[config.mk]
export PLATFORM = sky130hd
export DESIGN_NAME = instr_fetch
export DESIGN_NICKNAME = d
export VERILOG_FILES = /design/src/rtl/instr_fetch.sv
export SDC_FILE = /design/constraint.sdc
export NUM_CORES = 1
export LEC_CHECK = 0
export CAP_MARGIN = 20
export CORE_MARGIN = 1.5
export CORE_UTILIZATION = 50
export CTS_BUF_LIST = sky130_fd_sc_hd__clkbuf_8
export CTS_CLUSTER_SIZE = 20
export DETAILED_ROUTE_END_ITERATION = 12
export PLACE_DENSITY_LB_ADDON = 0.15
export SYNTH_ARGS = -nofsm -noshare
export SYNTH_HDL_FRONTEND = slang
export SYNTH_SLANG_ARGS = --single-unit
[constraint.sdc]
create_clock -name clk -period 5.69 [get_ports clk]
set_clock_uncertainty 0.15 [all_clocks]
set_input_delay 1.4225 -clock clk [delete_from_list [all_inputs] [get_ports clk]]
set_output_delay 1.4225 -clock clk [all_outputs]
set_load 0.02 [all_outputs]
[src/rtl/instr_fetch.sv]
`default_nettype none
// ============================================================================
// Module      : instr_fetch
// Description : Instruction fetch stage for the 16-bit CPU. Owns the program
//               counter, captures instr_mem read data into a circular
//               prefetch queue of {pc, instruction} entries, and hands the
//               head to decode over a valid/ready handshake. A branch
//               redirect flushes the queue and restarts fetch.
//               Optional macro FETCH_BOUNDS_EN: stop fetching at PC_LIMIT
//               and raise fetch_done.
// Revision    : 1.0 - initial release
// ============================================================================
module instr_fetch #(
    parameter int          DEPTH    = 4,
    parameter logic [15:0] RESET_PC = 16'h0000,
    parameter logic [15:0] PC_LIMIT = 16'h0032
) (
    input  logic                       clk,
    input  logic                       rst_n,
    output logic [15:0]                pc,
    input  logic [15:0]                instruction,
    input  logic                       redirect,
    input  logic [15:0]                redirect_pc,
    output logic                       if_valid,
    output logic [15:0]                if_instr,
    output logic [15:0]                if_pc,
    input  logic                       id_ready,
    output logic [$clog2(DEPTH):0]     queue_count,
    output logic                       fetch_done
);

    localparam int                c_AW        = $clog2(DEPTH);
    localparam int                c_CW        = c_AW + 1;
    localparam logic [c_CW-1:0]   c_DEPTH_CNT = c_CW'(DEPTH);

    logic [15:0]      r_fetch_pc;
    logic [c_AW-1:0]  r_head;
    logic [c_AW-1:0]  r_tail;
    logic [c_CW-1:0]  r_count;
    logic [15:0]      r_mem_pc    [DEPTH];
    logic [15:0]      r_mem_instr [DEPTH];

    logic             w_halt;
    logic             w_pop;
    logic             w_push;
    logic             w_not_empty;

`ifdef FETCH_BOUNDS_EN
    // Fetch stops once the PC leaves the valid ROM window.
    assign w_halt = (r_fetch_pc >= PC_LIMIT);
`else
    // Unbounded fetch; the limit has no meaning in this build.
    logic w_unused_limit;
    assign w_unused_limit = ^PC_LIMIT;
    assign w_halt         = 1'b0;
`endif

    assign w_not_empty = (r_count != '0);
    // A redirect masks the head so decode never accepts a squashed entry.
    assign if_valid    = w_not_empty & ~redirect;
    assign w_pop       = if_valid & id_ready;
    // Pushing into a full queue is fine when the head leaves in the same cycle.
    assign w_push      = ~redirect & ~w_halt & ((r_count < c_DEPTH_CNT) | w_pop);

    assign pc          = r_fetch_pc;
    assign queue_count = r_count;
    assign fetch_done  = w_halt;
    assign if_instr    = w_not_empty ? r_mem_instr[r_head] : 16'h0000;
    assign if_pc       = w_not_empty ? r_mem_pc[r_head]    : 16'h0000;

    // Pointer, count and PC update; reset beats redirect, redirect beats push/pop.
    always_ff @(posedge clk) begin
        if (!rst_n) begin
            r_fetch_pc <= RESET_PC;
            r_head     <= '0;
            r_tail     <= '0;
            r_count    <= '0;
        end else if (redirect) begin
            r_fetch_pc <= {redirect_pc[15:1], 1'b0};
            r_head     <= '0;
            r_tail     <= '0;
            r_count    <= '0;
        end else begin
            if (w_push) begin
                r_fetch_pc <= r_fetch_pc + 16'd2;
                r_tail     <= r_tail + 1'b1;
            end
            if (w_pop) begin
                r_head <= r_head + 1'b1;
            end
            case ({w_push, w_pop})
                2'b10:   r_count <= r_count + 1'b1;
                2'b01:   r_count <= r_count - 1'b1;
                default: r_count <= r_count;
            endcase
        end
    end

    // Queue storage: cleared on reset, written at the tail on every push.
    always_ff @(posedge clk) begin
        if (!rst_n) begin
            for (int i = 0; i < DEPTH; i++) begin
                r_mem_pc[i]    <= 16'h0000;
                r_mem_instr[i] <= 16'h0000;
            end
        end else if (w_push) begin
            r_mem_pc[r_tail]    <= r_fetch_pc;
            r_mem_instr[r_tail] <= instruction;
        end
    end

endmodule
`default_nettype wire

==> run_results.csv <==
group,metric,value,unit
outcome,status,"complete, no violations",
logic_synthesis,synth_cell_types,40,
finish,diodes,0,
timing,worst_pin_slew,622,ps
finish,drive_above_1_share,13.3,%
grt,grtUsageTotal,20.8,%
timing,report.final.slew_viol_count,0,
timing,rsz0062_at_grt,"false",
cts,cts_made_buffers,17,
logic_synthesis,ys_ff_latch,148,
worst_setup_path,startpoint_type,"input port",
drt,wl_met3,860,um
logic_synthesis,syn_area_per_cell,12.6,um^2
drt,wl,13.8,mm
drt,drtIter0Drc,405,
cts,cts_sinks,148,
job,cap_violations,0,
drt,wl_per_cell,17.4,um
worst_setup_path,r2r_slack,3000,ps
logic_synthesis,synth_compound_area_share,3.92,%
die,io_pins,89,
timing,fin_setup_tns,0,ps
min_path,hold_path_class,"flip-flop to flip-flop",
finish,final_common_cell,"edfxtp_1",
die,core-area,0.0128,mm^2
cts,cts_tree,"yes",
drt,viasPerCell,5.34,
min_path,hold_depth,2,
grt,grt_antenna_before_repair,0,
drt,drt-met1-wl,5.88,mm
logic_synthesis,synth_simple_gate_area_share,15.6,%
power,ir_drop,113,uV
worst_setup_path,crit_fanout,14,
min_path,whs_endpoint,"r_head[1]",
placement,portBuffers,84,
logic_synthesis,ys_async_sr_fraction,0,%
drt,drt_pass1_iterations,4,
worst_setup_path,crit_arrival,2940,ps
logic_synthesis,syn_inst,528,
drt,top_layer,"met4",
worst_setup_path,r2r_end,"queue_count[2]",
min_path,min-delay-start,"r_head[1]",
cts,path_clk_slew,70,ps
grt,grt_first_pass_wirelength,22.2,mm
worst_setup_path,cp_common_cell,"clkdlybuf4s50_1",
worst_setup_path,crit_family,"buffers and inverters",
finish,final_cell_mix,"edfxtp_1 (124), nor2_1 (90), clkdlybuf4s50_1 (84), nand2_1 (48), inv_1 (39)",
worst_setup_path,slowest_delay,680,ps
worst_setup_path,worst_r2r_path_depth,10,
drt,final_antenna_net_count,0,
die,fp.dieH,118,um
timing,fmax,0.222,GHz
finish,fin_nets,651,
timing,final-setup-viol-count,0,
logic_synthesis,synth_edf_count,124,
die,start_util,52.0,%
logic_synthesis,synth_warnings,0,
timing,relSlewSlack,58.5,%
logic_synthesis,muxShareOfSynthArea,10.5,%
timing,finalCritPeriodShare,79.3,%
grt,grt_overflow_total,0,
drt,vias,4259,
die,rows,41,
logic_synthesis,synth_adder_area_share,0.679,%
worst_setup_path,r2r-start,"queue_count[2]",
worst_setup_path,path_buf_inv,2,
worst_setup_path,slowest_stage,"clkdlybuf4s50_1",
cts,cts-root-buf,"clkbuf_8",
cts,insertion_delay,430,ps
cts,post_cts_buffers,0,
finish,areaGrowthSynthToFinish,22.3,%
cts,cts_resized,0,
logic_synthesis,synth-xor-area-share,1.58,%
worst_setup_path,crit_type,"input port to output port",
worst_setup_path,critPathCaptureType,"output port",
power,p_per_area,289,mW/mm^2
die,die_area,0.0140,mm^2
worst_setup_path,worstPathCellList,"clkdlybuf4s50_1 -> nor2_1 -> clkdlybuf4s50_1",
finish,utilization,63.5,%
logic_synthesis,seq_area_frac_synth,63.3,%
timing,hold_viol,0,
grt,grt_pass1_vias,4435,
cts,htreeDepth,4,
die,die_w,118,um
grt,grt_max_degree,49,
timing,fin_crit,4510,ps
logic_synthesis,synthesis.area,0.00664,mm^2
cts,cts_hold_buffers,0,
placement,place_hpwl,8.24,mm
cts,clk_path_buf_depth,2,
placement,place.gp.congestion,0.779,
drt,route.met2.wl,6.97,mm
worst_setup_path,critical_path_required,4120,ps
drt,drc,0,
power,leakagePower,0.00307,uW
logic_synthesis,synthFlopType,"edfxtp_1",
logic_synthesis,synth_top_family_by_area,"simple AND/OR/NAND/NOR gates",
-- worst max path at each step --
| stage | from | depth (start not counted) | slack, ps | endpoint |
|---|---|---|---|---|
| after floorplan | redirect | 2 | 1070 | r_mem_instr[1][0] |
| after global placement | redirect | 3 | 1180 | if_valid |
| after detailed placement | redirect | 9 | 1150 | queue_count[2] |
| after CTS | redirect | 3 | 1170 | if_valid |
| after global routing | redirect | 3 | 1110 | if_valid |
| final | redirect | 3 | 1180 | if_valid |
-- cell families (layout without fill, tap and decap cells) --
| group | Yosys count | count (layout) |
|---|---|---|
| AO/OA/AOI/OAI | 43 | 43 |
| XOR/XNOR | 12 | 12 |
| adder cells (fa/ha/maj) | 3 | 3 |
| buffers and inverters | 70 | 165 |
| flip-flops | 148 | 148 |
| multiplexers | 31 | 31 |
| other | 1 | 3 |
| AND/OR/NAND/NOR | 220 | 220 |
-- cell type report --
type | instances | area, um^2
clock inverters | 14 | 171
well taps | 172 | 215
inverters | 36 | 135
repair buffers | 97 | 938
flip-flops and latches | 148 | 4210
clock buffers | 18 | 248
fillers | 961 | 4660
multi-input cells | 312 | 2200
-- through the flow --
stage / hold slack [ps] / instance area [um^2] / setup slack [ps] / std cells / power, uW
global route: 433 / 8120 / 1110 / 797 / 2430
floorplan: 335 / 6650 / 1070 / 530 / 1420
global placement: 350 / 7700 / 1180 / 765 / 1520
finish: 411 / 8120 / 1180 / 797 / 2350
CTS: 408 / 8120 / 1170 / 797 / 2360
detailed placement: 368 / 7700 / 1150 / 765 / 1520
-- power by group --
part,internal [uW],switching [uW]
registers,1230,30.5
clock network,481,371
logic,104,127
-- layer usage --
| layer | up-vias | track usage (%) |
|---|---|---|
| met5 | - | 0 |
| met4 | 0 | 8.16 |
| met3 | 12 | 4.58 |
| met2 | 133 | 35.3 |
| met1 | 2085 | 26.1 |
| li1 | 2029 | - |
-- worst reg2reg max path: cells and delay by family, from the launching register on --
family / cells / cell delay (ps)
compound gates: 1 / 140
xor+xnor: 1 / 150
fa+ha+maj: 2 / 570
buf+inv: 2 / 330
flops: 1 / 530
simple gates: 4 / 730
-- registers in the layout, summed over array words and instances (netlist names), named ones only --
signal       cells
r_mem_pc        60
r_mem_instr     64
r_head           2
pc              15
r_tail           2
queue_count      3
-- synthesized netlist by cell type, types with 2 or more instances --
cell type	count	share of area, %
a21oi_1	7	0.53
a22o_1	2	0.26
a31oi_1	6	0.57
and2_1	2	0.19
and3_1	16	1.5
buf_1	2	0.11
buf_2	4	0.30
buf_4	3	0.34
clkbuf_1	24	1.4
dfxtp_1	24	7.2
edfxtp_1	124	56
ha_1	2	0.38
inv_1	36	2.0
mux4_2	31	11
nand2_1	48	2.7
nand2b_1	7	0.66
nand3_1	6	0.45
nand4_1	2	0.19
nor2_1	91	5.1
nor2b_1	31	2.9
nor3_1	3	0.23
o21a_1	2	0.23
o21ai_0	18	1.4
o31ai_1	4	0.45
or2_2	3	0.28
or3_1	4	0.38
or4_1	3	0.34
xnor2_1	2	0.26
xor2_1	10	1.3
(Power assumes the default switching activity.)
